<file path="src/rtl/cpu_pkg.sv">
// rtl/cpu_pkg.sv - shared CPU widths, reset vector and word type
package cpu_pkg;

  localparam int XLEN = 32;
  localparam logic [XLEN-1:0] RESET_PC = 32'h0000_0000;
  localparam int INSTR_BYTES = 4;

  typedef logic [XLEN-1:0] word_t;

endpackage

</file>
<file path="src/rtl/fetch_skid_buf.sv">
// rtl/fetch_skid_buf.sv - one-entry {instr, pc} holding buffer for fetch responses
module fetch_skid_buf
  import cpu_pkg::*;
#(
  parameter int W = cpu_pkg::XLEN
) (
  input  logic         clk,
  input  logic         load,
  input  logic         drain,
  input  logic         flush,
  input  logic [W-1:0] instr_in,
  input  logic [W-1:0] pc_in,
  output logic         valid,
  output logic [W-1:0] instr,
  output logic [W-1:0] pc
);

  // A simultaneous drain and load replaces the drained entry with the new one.
  always_ff @(posedge clk) begin
    if (flush) begin
      valid <= 1'b0;
    end else if (load) begin
      valid <= 1'b1;
    end else if (drain) begin
      valid <= 1'b0;
    end
  end

  always_ff @(posedge clk) begin
    if (!flush && load) begin
      instr <= instr_in;
      pc    <= pc_in;
    end
  end

endmodule

</file>
<file path="src/rtl/fetch_unit.sv">
// rtl/fetch_unit.sv - PC owner and instruction-fetch stage with skid buffering and redirect
module fetch_unit #(
  parameter int              XLEN     = cpu_pkg::XLEN,
  parameter logic [XLEN-1:0] RESET_PC = cpu_pkg::RESET_PC
) (
  input  logic            clk,
  input  logic            rst,
  input  logic            stall,
  input  logic            Pcsrc,
  input  logic [XLEN-1:0] ImmOp,
  output logic            imem_en,
  output logic [XLEN-1:0] imem_addr,
  input  logic [XLEN-1:0] imem_rdata,
  output logic [XLEN-1:0] instr,
  output logic [XLEN-1:0] instr_pc,
  output logic            instr_valid
);
  import cpu_pkg::*;

  logic [XLEN-1:0] pc_fetch;
  logic [XLEN-1:0] inflight_pc;
  logic            inflight;

  logic            skid_valid;
  logic [XLEN-1:0] skid_instr;
  logic [XLEN-1:0] skid_pc;

  logic            consume;
  logic            redirect;
  logic            out_free;
  logic            land;
  logic            skid_load;
  logic            skid_drain;
  logic [1:0]      occ;
  logic [XLEN-1:0] target_sum;
  logic [XLEN-1:0] target;

  assign consume  = instr_valid & ~stall;
  assign redirect = consume & Pcsrc;
  assign out_free = ~instr_valid | consume;
  assign land     = inflight & ~redirect;

  // Never more than two entries are owed to decode, so occ fits in 2 bits.
  assign occ = {1'b0, instr_valid} + {1'b0, skid_valid} + {1'b0, inflight};

  assign imem_en   = ~rst & ~redirect & ((occ - {1'b0, consume}) < 2'd2);
  assign imem_addr = pc_fetch;

  assign target_sum = instr_pc + ImmOp;
  assign target     = {target_sum[XLEN-1:2], 2'b00};

  // Response goes to skid when the skid still holds an older entry or output is blocked.
  assign skid_load  = land & (skid_valid | ~out_free);
  assign skid_drain = ~redirect & out_free & skid_valid;

  fetch_skid_buf #(
    .W(XLEN)
  ) u_skid (
    .clk      (clk),
    .load     (skid_load),
    .drain    (skid_drain),
    .flush    (rst | redirect),
    .instr_in (imem_rdata),
    .pc_in    (inflight_pc),
    .valid    (skid_valid),
    .instr    (skid_instr),
    .pc       (skid_pc)
  );

  always_ff @(posedge clk) begin
    if (rst) begin
      pc_fetch    <= RESET_PC;
      inflight    <= 1'b0;
      inflight_pc <= '0;
    end else if (redirect) begin
      pc_fetch <= target;
      inflight <= 1'b0;
    end else begin
      inflight <= imem_en;
      if (imem_en) begin
        pc_fetch    <= pc_fetch + XLEN'(INSTR_BYTES);
        inflight_pc <= pc_fetch;
      end
    end
  end

  always_ff @(posedge clk) begin
    if (rst) begin
      instr       <= '0;
      instr_pc    <= '0;
      instr_valid <= 1'b0;
    end else if (redirect) begin
      instr_valid <= 1'b0;
    end else if (out_free) begin
      if (skid_valid) begin
        instr       <= skid_instr;
        instr_pc    <= skid_pc;
        instr_valid <= 1'b1;
      end else if (inflight) begin
        instr       <= imem_rdata;
        instr_pc    <= inflight_pc;
        instr_valid <= 1'b1;
      end else begin
        instr_valid <= 1'b0;
      end
    end
  end

endmodule

</file>
<file path="config.mk">
export PLATFORM = sky130hd
export DESIGN_NAME = fetch_unit
export DESIGN_NICKNAME = d
export VERILOG_FILES = /design/src/rtl/cpu_pkg.sv /design/src/rtl/fetch_skid_buf.sv /design/src/rtl/fetch_unit.sv
export SDC_FILE = /design/constraint.sdc
export NUM_CORES = 1
export LEC_CHECK = 0
export ABC_AREA = 1
export BUFFER_PORTS_ARGS = -buffer_cell sky130_fd_sc_hd__buf_2
export CORE_ASPECT_RATIO = 1.4
export CORE_MARGIN = 2
export CORE_UTILIZATION = 35
export CTS_CLUSTER_DIAMETER = 80
export CTS_CLUSTER_SIZE = 30
export DETAILED_ROUTE_END_ITERATION = 10
export PLACE_DENSITY_LB_ADDON = 0.15
export SLEW_MARGIN = 0
export SYNTH_ARGS = -nofsm -noshare
export SYNTH_HDL_FRONTEND = slang
export SYNTH_SLANG_ARGS = --single-unit
</file>
<file path="constraint.sdc">
create_clock -name clk -period 6.4 [get_ports clk]
set_input_delay 0.64 -clock clk [delete_from_list [all_inputs] [get_ports clk]]
set_output_delay 0.64 -clock clk [all_outputs]
set_load 0.02 [all_outputs]
</file>
==> metrics.md, run 1 <==
| Metric | Value |
|---|---|
| Status | completed |
| Reg power frac | 0.440 |
| CTS tree | yes |
| First DRT Iteration DRCs | 340 |
| Pwr Total | 3.276 mW |
| Final hold violations | 0 |
| Async set-or-reset flop fraction in the synthesized netlist | 0 |
| Remaining antenna violation count | 0 |
| Relative slew slack | 0.2843 |
| Synthesized cell area | 9739 µm² |
| Setup violations, final | 0 |
| Synth-to-Final Area Change | 16.68% |
| CP max stage delay | 0.78 ns |
| Synthesized area per cell | 7.562 µm² |
| Crit path buf inv count | 3 |
| Post-CTS setup buffers | 0 |
| Hold wc startpoint | imem_rdata[23] |
| EDFF count, synth | 62 |
| Routed wire length | 31930 µm |
| Ys Warns | 0 |
| Tmin final | 3.587 ns |
| Clock Sinks | 187 |
| Slew @ Worst Pin | 1.074 ns |
| Leakage | 5.004 nW |
| Distinct cells, synth | 41 |
| Clock share of power | 0.313 |
| DR pass1 iterations | 5 |
| Max-slew violations | 0 |
| Synth Area in Adders | 0.04317 |
| R2r startpoint | instr_valid |
| Post-DP HPWL | 22240 µm |
| Worst skew pair latency | 0.44 ns |
| RSZ-0062 raised after global routing | false |
| Pre-CTS setup slack | 2.763 ns |
| Initial antenna violation count | 2 |
| CP top delay family | simple AND/OR/NAND/NOR gates |
| PostCTS Resize Cnt | 0 |
| Mux cell area share after synthesis | 0 |
| FILL cells | 2909 |
| Hold Path Class | in2reg |
| Clock Skew | 0.006699 ns |
| Synth Register Bits | 187 |
| Row Count | 72 |
| Hold buffer count at CTS | 0 |
| CTS Root Cell | clkbuf_16 |
| CP max stage cell | nor2_4 |
| Sequential element share of the synthesized area | 0.4481 |
| Period utilization | 0.5605 |
| Power density over the cells | 288.3 nW/µm² |
| I/O pins | 166 |
| Worst Path Max Fanout | 32 |
| Setup TNS | 0 ns |
| Crit path capture type | output pin |
| Vias/cell | 5.044 |
| Vias in the first global route | 8882 |
| WP data required | 5.76 ns |
| GPL Wtd Cong | 0.9251 |
| Int Pwr | 2.149 mW |
| Switch share | 0.3441 |
| Floorplan die height | 201.4 µm |
| Fin worst setup slack | 2.813 ns |
| Detailed-route via count | 9085 |
| Largest net degree at the start of global routing | 105 |
| # DRC | 0 |
| Chip width | 145.0 µm |
| VDD IR max | 0.1849 mV |
| Routed len/inst | 17.73 µm |
| Post-route insts no fill | 1801 |
| Worst setup path start | instr_valid |
| Combinational Power Share | 0.247 |
| Compound-Gate Fraction of Synth Area | 0.1703 |
| Post-Synth XOR/XNOR Area | 0.01439 |
| Startpoint types | register |
| Full die area | 29200 µm² |
| Initial core utilization | 0.3545 |
| Clock Pin Slew Worst Setup and Hold Paths | 0.07 ns |
| Mapped Cells | 1288 |
| H-Tree Depth | 4 |
| Clock buffer depth | 2 |
| Final net count | 1518 |
| Synth Area in Simple Gates | 0.2468 |
| Combinational family with the most area after synthesis | simple AND/OR/NAND/NOR gates |
| Critical path class | reg2out |
| Core box area | 27480 µm² |
| Sw Pwr | 1.127 mW |
| Layout cells sized above 1 | 0.1594 |
| IO buf count | 159 |
| Critical Path AT | 2.95 ns |
| Grt total ovfl | 0 |
| CP Cell Sequence | inv_1 > nor2_2 > ha_1 > inv_1 > ha_1 > a21oi_1 > or2_2 > nand2_1 > nor2_4 > buf_2 |
| Placed cell count | 1768 |
| Top_reg_cell synth | dfxtp_1 |
| Global-route wire length before repair | 49860 µm |
| Maxcap violations | 0 |
| CTS buffer count | 17 |
| Fmax | 0.2788 GHz |
| GRT Resource Usage Total | 0.2187 |
## power by group through the flow
| stage | logic (mW) | registers, mW | clock network (mW) |
|---|---|---|---|
| after global routing | 0.902 | 1.46 | 1.09 |
| final | 0.808 | 1.44 | 1.02 |
| after floorplan | 0.458 | 1.53 | 0 |
| after detailed placement | 0.811 | 1.47 | 0 |
| after CTS | 0.814 | 1.44 | 1.05 |
| after global placement | 0.805 | 1.47 | 0 |
## synthesized netlist by cell type (all sizes together), types with 2 or more instances
library cell / n / area (µm²)
a211oi: 2 / 15.01
a21oi: 78 / 390.4
a31oi: 71 / 444.2
and2: 2 / 12.51
buf: 29 / 162.7
clkbuf: 32 / 120.1
dfxtp: 125 / 2502
edfxtp: 62 / 1862
ha: 32 / 400.4
inv: 124 / 465.4
nand2: 356 / 1341
nand3: 60 / 305.3
nand3b: 9 / 67.56
nand4: 15 / 100.1
nor2: 92 / 380.4
nor3: 23 / 152.7
o211ai: 6 / 45.04
o21ai: 138 / 694.4
o21bai: 6 / 45.04
or2: 3 / 18.77
xnor2: 4 / 35.03
xor2: 12 / 105.1
## state kept, by name, summed over array words and instances, names as in the netlist
register / flops
inflight: 1
u_skid.valid: 1
u_skid.pc: 30
instr_pc: 30
imem_addr: 30
instr_valid: 1
u_skid.instr: 32
instr: 32
inflight_pc: 30
## layout make-up
class / instances / area, µm² / area share
diodes: 1 / 2.502 / 0.0002202
multi-input cells: 919 / 4646 / 0.4088
inverters: 124 / 466.7 / 0.04107
flip-flops and latches: 187 / 4365 / 0.3842
well taps: 370 / 462.9 / 0.04074
clock buffers: 21 / 460.4 / 0.04052
clock inverters: 11 / 96.34 / 0.008478
repair buffers: 168 / 863.3 / 0.07597
## metal layers
metal | vias up | wire, µm | track usage
met3 | 39 | 1514 | 0.04739
li1 | 4594 | - | -
met4 | 4 | 707 | 0.07249
met1 | 4230 | 13370 | 0.2577
met2 | 218 | 16320 | 0.3932
met5 | - | 24 | 0
## path summary, 6_finish.rpt
kind,end,cells after the start,slack (ns)
setup / recovery,imem_en,10,2.81
hold / removal,u_skid.instr[23],1,0.39
setup reg to reg,imem_addr[9],13,3.12
hold reg to reg,u_skid.pc[19],0,0.46
## cells by family after synthesis
| group | after synthesis |
|---|---|
| xor+xnor | 16 |
| flops | 187 |
| fa+ha+maj | 33 |
| compound gates | 304 |
| other cells | 1 |
| simple gates | 562 |
| buf+inv | 185 |
## placed cells by master (no fill, tap or decap), types with 2 or more instances in the layout
master / instances
nor2_2: 2
nor2_1: 85
xor2_1: 12
a21oi_1: 78
conb_1: 4
and2_1: 2
inv_1: 116
buf_4: 9
nand3_1: 59
nor2_4: 5
clkbuf_1: 2
o21bai_1: 6
nand4_1: 14
nand3b_1: 9
o21ai_1: 2
xnor2_1: 4
buf_2: 159
inv_2: 7
or2_2: 3
ha_1: 32
o21ai_0: 135
clkinvlp_4: 5
nor3_4: 2
nand2_1: 354
nor3_1: 18
clkinv_2: 3
nor3_2: 3
clkbuf_8: 2
a31oi_1: 71
dfxtp_1: 124
edfxtp_1: 62
a211oi_1: 2
clkbuf_16: 17
nand2_2: 2
o211ai_1: 6
## stage by stage
stage | utilization | hold slack, ns | cell area [µm²]
after floorplan | - | 0.4252 | 9751
after detailed placement | 0.3932 | 0.4412 | 10800
after global placement | 0.3932 | 0.4369 | 10800
after global routing | 0.4135 | 0.3679 | 11360
final | 0.4136 | 0.3857 | 11360
after CTS | 0.4135 | 0.3645 | 11360
No activity file was read; power rests on OpenSTA's default activity.
==> run 2, diff against run 1 <==
--- a/config.mk
+++ b/config.mk
@@ -5,7 +5,7 @@
 export SDC_FILE = /design/constraint.sdc
 export NUM_CORES = 1
 export LEC_CHECK = 0
-export ABC_AREA = 1
+export ABC_AREA = 0
 export BUFFER_PORTS_ARGS = -buffer_cell sky130_fd_sc_hd__buf_2
 export CORE_ASPECT_RATIO = 1.4
 export CORE_MARGIN = 2
==> constraint.sdc (replaced) <==
create_clock -name clk -period 3.6 [get_ports clk]
set_input_delay 0.36 -clock clk [delete_from_list [all_inputs] [get_ports clk]]
set_output_delay 0.36 -clock clk [all_outputs]
set_load 0.02 [all_outputs]
==> metrics.md, run 2 <==
| Metric | Value |
|---|---|
| Placed cell count | 1439 (-19%) |
| WP data required | 3.24 ns (-2.52 ns) |
| Setup violations, final | 0 (unchanged) |
| Mapped Cells | 965 (-25%) |
| CTS tree | yes |
| Largest net degree at the start of global routing | 73 (-30%) |
| Fmax | 0.3190 GHz |
| Critical path class | reg2out |
| Worst Path Max Fanout | 19 (-41%) |
| Vias/cell | 5.215 (+3.4%) |
| Clock buffer depth | 2 (unchanged) |
| Ys Warns | 0 (unchanged) |
| Commonest cells after routing, fill and taps aside | buf_2, dfxtp_1, nand2_1 |
| Commonest non-fill, non-tap cell in the layout | buf_2 |
| # DRC | 0 (unchanged) |
| CTS buffer count | 17 (unchanged) |
| Synth Register Bits | 187 (unchanged) |
| Clock Pin Slew Worst Setup and Hold Paths | 0.07 ns (about the same) |
| Relative slew slack | 0.2753 (-0.008997) |
| Post-CTS setup buffers | 0 (unchanged) |
| Routed len/inst | 17.87 µm (+0.79%) |
| Initial antenna violation count | 2 (unchanged) |
| Power density over the cells | 522.4 nW/µm² (+81%) |
| Startpoint types | register |
| Final hold slack | 0.1052 ns (-0.2805 ns) |
| Fin util | 0.4180 (+0.004380) |
| CTS Root Cell | clkbuf_16 |
| RSZ-0062 raised after global routing | false |
| Count leader, synth | dfxtp_1 |
| Floorplan die height | 198.7 µm (-1.3%) |
| Vias in the first global route | 7548 (-15%) |
| Row Count | 71 (-1.4%) |
| Clock Skew | 0.008860 ns (+0.002161 ns) |
| Hold Path Class | in2reg |
| Status | completed |
| Routed wire length | 26310 µm (-18%) |
| Maxcap violations | 0 (unchanged) |
| Worst skew pair latency | 0.44 ns (about the same) |
| Clock Sinks | 187 (unchanged) |
| Synthesized cell area | 9482 µm² (-2.6%) |
| PostCTS Resize Cnt | 0 (unchanged) |
| R2r startpoint | instr_valid |
| Crit path capture type | output pin |
| VDD IR max | 0.3327 mV (+80%) |
| First DRT Iteration DRCs | 313 (-7.9%) |
| Synth top area share | 0.2639 (+0.006985) |
| Post-route insts no fill | 1472 (-18%) |
| Top cells by count, synth | dfxtp_1, nand2_1, nor2_1 |
| Biggest regs | instr x32, u_skid.instr x32 |
| Hold wc startpoint | imem_rdata[22] |
| Final net count | 1194 (-21%) |
| EDFF count, synth | 62 (unchanged) |
| Top cells by area, synth | dfxtp_1, edfxtp_1, mux2i_1 |
| Full die area | 28440 µm² (-2.6%) |
| Hold buffer count at CTS | 0 (unchanged) |
| Setup TNS | 0 ns (unchanged) |
| Core box area | 26740 µm² (-2.7%) |
| Async set-or-reset flop fraction in the synthesized netlist | 0 (unchanged) |
| GPL Wtd Cong | 0.8368 (-9.5%) |
| H-Tree Depth | 4 (unchanged) |
| Max-slew violations | 0 (unchanged) |
| Dominant cell type by area after synthesis | dfxtp_1 |
| Critical Path AT | 2.77 ns (-0.18 ns) |
| Worst setup path start | instr_valid |
| Global-route wire length before repair | 41330 µm (-17%) |
| DR pass1 iterations | 4 (-1) |
| IO buf count | 159 (unchanged) |
| Grt total ovfl | 0 (unchanged) |
| GRT Resource Usage Total | 0.1884 (-0.03027) |
| Post-DP HPWL | 18640 µm (-16%) |
| Detailed-route via count | 7677 (-15%) |
| Final hold violations | 0 (unchanged) |
| Synthesized area per cell | 9.825 µm² (+30%) |
| Synth-to-Final Area Change | 17.87% |
| Remaining antenna violation count | 0 (unchanged) |
| Pwr Total | 5.839 mW (+78%) |
| Initial core utilization | 0.3546 (about the same) |
| Tmin final | 3.135 ns |
| Chip width | 143.1 µm (-1.3%) |
| Top_reg_cell synth | dfxtp_1 |
| Distinct cells, synth | 83 (+100%) |
| Sequential element share of the synthesized area | 0.4603 (+0.01218) |
| Leakage | 4.352 nW (-13%) |
| Layout cells sized above 1 | 0.2107 (+0.05123) |
| Slew @ Worst Pin | 1.087 ns (+0.01350 ns) |
| Period utilization | 0.8708 |
| I/O pins | 166 (unchanged) |
-- run 2: metrics by stage --
step           cell area (µm²)  worst slack (ns)
6_report                 11180            0.4653
5_1_grt                  11170            0.3153
4_1_cts                  11170            0.4186
3_5_place_dp             10570            0.7537
3_3_place_gp             10570            0.7772
2_1_floorplan             9505            0.2074
-- run 2: path summary, 6_finish.rpt --
check                                   endpoint  cells after the start  slack (ns)
worst max-delay path                     imem_en                      9        0.47
worst min-delay path            u_skid.instr[22]                      1        0.11
worst max register to register     imem_addr[31]                     11        0.85
worst min register to register     u_skid.pc[11]                      0        0.46
-- run 2: cell families (layout without fill, tap and decap cells) --
group | after synthesis | count (layout) | share of synthesized area
AND/OR/NAND/NOR | 306 | 306 | 0.1553
XOR/XNOR | 45 | 45 | 0.04236
flip-flops | 187 | 187 | 0.4603
multiplexers | 67 | 67 | 0.07073
adder cells (fa/ha/maj) | 33 | 33 | 0.04434
other | 1 | 5 | 0.0003955
buffers and inverters | 79 | 217 | 0.03827
AO/OA/AOI/OAI | 247 | 247 | 0.1883
-- run 2: cell type report --
type,count,area (µm²)
clock inverter,9,137.6
timing repair buffer,172,908.4
inverter,13,48.80
tap,365,456.7
clock buffer,23,467.9
fill,2622,15560
multi-input combinational,702,4786
sequential,187,4368
antenna,1,2.502
-- run 2: metal layers --
layer / vias to the layer above / share of wire / track usage
li1: 3830 / - / -
met1: 3652 / 0.42 / 0.2239
met2: 158 / 0.51 / 0.3371
met3: 35 / 0.046 / 0.03804
met4: 2 / 0.020 / 0.06234
met5: - / 0.00061 / 0
-- run 2: worst max-delay path: stages (launching register included) --
cell and delay (ns):
dfxtp_1 0.51, nor2b_1 0.18, ha_1 0.23, inv_1 0.06, ha_1 0.25, a21oi_4 0.20
xor2_1 0.19, nand2_1 0.10, inv_2 0.36, buf_2 0.25
-- run 2: report_power, final --
part	switching (mW)	leakage, nW	internal [mW]
clock network	0.836	0.292	1.14
logic	0.897	2.49	0.497
registers	0.139	1.57	2.33
==> run 3, diff against run 2 <==
--- a/config.mk
+++ b/config.mk
@@ -10,6 +10,7 @@
 export CORE_ASPECT_RATIO = 1.4
 export CORE_MARGIN = 2
 export CORE_UTILIZATION = 35
+export CTS_BUF_LIST = sky130_fd_sc_hd__clkbuf_16
 export CTS_CLUSTER_DIAMETER = 80
 export CTS_CLUSTER_SIZE = 30
 export DETAILED_ROUTE_END_ITERATION = 10
==> metrics.md, run 3 (synthesis results as in run 2) <==
| Metric | Value |
|---|---|
| Status | completed |
| RSZ-0062 raised after global routing | false |
| Synth-to-Final Area Change | 17.66% |
| Commonest non-fill, non-tap cell in the layout | buf_2 |
| Remaining antenna violation count | 0 (unchanged) |
| Floorplan die height | 198.7 µm (unchanged) |
| Initial core utilization | 0.3546 (unchanged) |
| Critical Path AT | 2.77 ns (about the same) |
| Maxcap violations | 0 (unchanged) |
| PostCTS Resize Cnt | 0 (unchanged) |
| I/O pins | 166 (unchanged) |
| First DRT Iteration DRCs | 319 (+1.9%) |
| CTS Root Cell | clkbuf_16 |
| Clock Pin Slew Worst Setup and Hold Paths | 0.07 ns (about the same) |
| GRT Resource Usage Total | 0.1883 (about the same) |
| Chip width | 143.1 µm (unchanged) |
| IO buf count | 159 (unchanged) |
| Fmax | 0.3197 GHz (+0.22%) |
| Reg2reg setup slack | 0.85 ns (about the same) |
| Period utilization | 0.8689 (-0.001873) |
| Leakage | 4.357 nW (+0.12%) |
| RR Endpoint | imem_addr[31] |
| Tmin final | 3.128 ns (-0.006742 ns) |
| Post-DP HPWL | 18640 µm (unchanged) |
| Global-route wire length before repair | 41320 µm (about the same) |
| Fin area | 11160 µm² (-0.18%) |
| Critical path class | reg2out |
| Hold buffer count at CTS | 0 (unchanged) |
| WP data required | 3.24 ns (about the same) |
| Commonest cells after routing, fill and taps aside | buf_2, dfxtp_1, nand2_1 |
| Post-placement cell area | 10570 µm² (unchanged) |
| Biggest regs | instr x32, u_skid.instr x32 |
| Worst skew pair latency | 0.44 ns (about the same) |
| Routed wire length | 26240 µm (-0.24%) |
| Setup violations, final | 0 (unchanged) |
| Clock Skew | 0.009383 ns (+0.0005228 ns) |
| Post-route insts no fill | 1472 (unchanged) |
| Hold Path Depth | 1 (unchanged) |
| VDD IR max | 0.3330 mV (about the same) |
| Relative slew slack | 0.2759 (+0.0005830) |
| Post-CTS setup buffers | 0 (unchanged) |
| Placed cell count | 1439 (unchanged) |
| Clock buffer depth | 2 (unchanged) |
| Grt total ovfl | 0 (unchanged) |
| Max-slew violations | 0 (unchanged) |
| Final net count | 1194 (unchanged) |
| R2r startpoint | instr_valid |
| CTS buffer count | 17 (unchanged) |
| Hold wc startpoint | imem_rdata[23] |
| Layout cells sized above 1 | 0.2089 (-0.001808) |
| Crit path capture type | output pin |
| Worst Path Max Fanout | 19 (unchanged) |
| Initial antenna violation count | 2 (unchanged) |
| Final hold violations | 0 (unchanged) |
| CTS tree | yes |
| Largest net degree at the start of global routing | 73 (unchanged) |
| # DRC | 0 (unchanged) |
| Power density over the cells | 518.3 nW/µm² (-0.79%) |
| Core box area | 26740 µm² (unchanged) |
| Detailed-route via count | 7629 (-0.63%) |
| Clock Sinks | 187 (unchanged) |
| R2R depth | 11 (unchanged) |
| DR pass1 iterations | 5 (+1) |
| Startpoint types | register |
| H-Tree Depth | 4 (unchanged) |
| GPL Wtd Cong | 0.8368 (unchanged) |
| Routed len/inst | 17.83 µm (-0.24%) |
| Hold Path Class | in2reg |
| Hold EP | u_skid.instr[23] |
| Setup TNS | 0 ns (unchanged) |
| Full die area | 28440 µm² (unchanged) |
| Vias/cell | 5.183 (-0.63%) |
| Row Count | 71 (unchanged) |
| Vias in the first global route | 7547 (-0.013%) |
| Slew @ Worst Pin | 1.086 ns (-0.0008745 ns) |
| FILL cells | 2627 (+0.19%) |
[run 3: stage by stage]
step / utilization / power, mW / worst slack [ns] / hold WS, ns
2_1_floorplan: - / 3.475 / 0.2074 / 0.4293
3_3_place_gp: 0.3952 / 3.913 / 0.7772 / 0.4397
3_5_place_dp: 0.3952 / 3.921 / 0.7537 / 0.4438
4_1_cts: 0.4171 / 5.849 / 0.4186 / 0.08468
5_1_grt: 0.4171 / 6.076 / 0.3153 / 0.08808
6_report: 0.4172 / 5.782 / 0.4720 / 0.1047
[run 3: worst max-delay path by stage]
stage                 startpoint               to  slack [ns]  cells past startpoint
floorplan           u_skid.valid  u_skid.instr[0]        0.21                      5
global placement        ImmOp[2]    imem_addr[22]        0.78                      9
detailed placement      ImmOp[2]    imem_addr[28]        0.75                      9
CTS                  instr_valid          imem_en        0.42                      9
global route         instr_valid          imem_en        0.32                      9
finish               instr_valid          imem_en        0.47                      9
[run 3: area by class of cell]
| type | count | area (µm²) | share of cell area |
|---|---|---|---|
| multi-input combinational | 702 | 4786 | 0.4290 |
| sequential | 187 | 4368 | 0.3915 |
| timing repair buffer | 172 | 908.4 | 0.08143 |
| tap | 365 | 456.7 | 0.04094 |
| clock buffer | 17 | 425.4 | 0.03813 |
| clock inverter | 15 | 160.2 | 0.01436 |
| inverter | 13 | 48.80 | 0.004374 |
| antenna | 1 | 2.502 | 0.0002243 |
[run 3: metal layers]
layer | global-route usage | routed length, µm | vias to the layer above
met5 | 0 | 16 | -
met4 | 0.06234 | 517 | 2
met3 | 0.03804 | 1183 | 35
met2 | 0.3371 | 13490 | 154
met1 | 0.2236 | 11040 | 3612
li1 | - | - | 3826
[run 3: critical path: stages, from the launching register on]
cell	delay [ns]
dfxtp_1	0.51
nor2b_1	0.18
ha_1	0.23
inv_1	0.06
ha_1	0.25
a21oi_4	0.20
xor2_1	0.19
nand2_1	0.10
inv_2	0.35
buf_2	0.25
[run 3: report_power, final]
| group | switching (mW) | internal [mW] | total (mW) |
|---|---|---|---|
| sequential | 0.138 | 2.33 | 2.47 |
| clock | 0.837 | 1.08 | 1.92 |
| combinational | 0.896 | 0.497 | 1.39 |
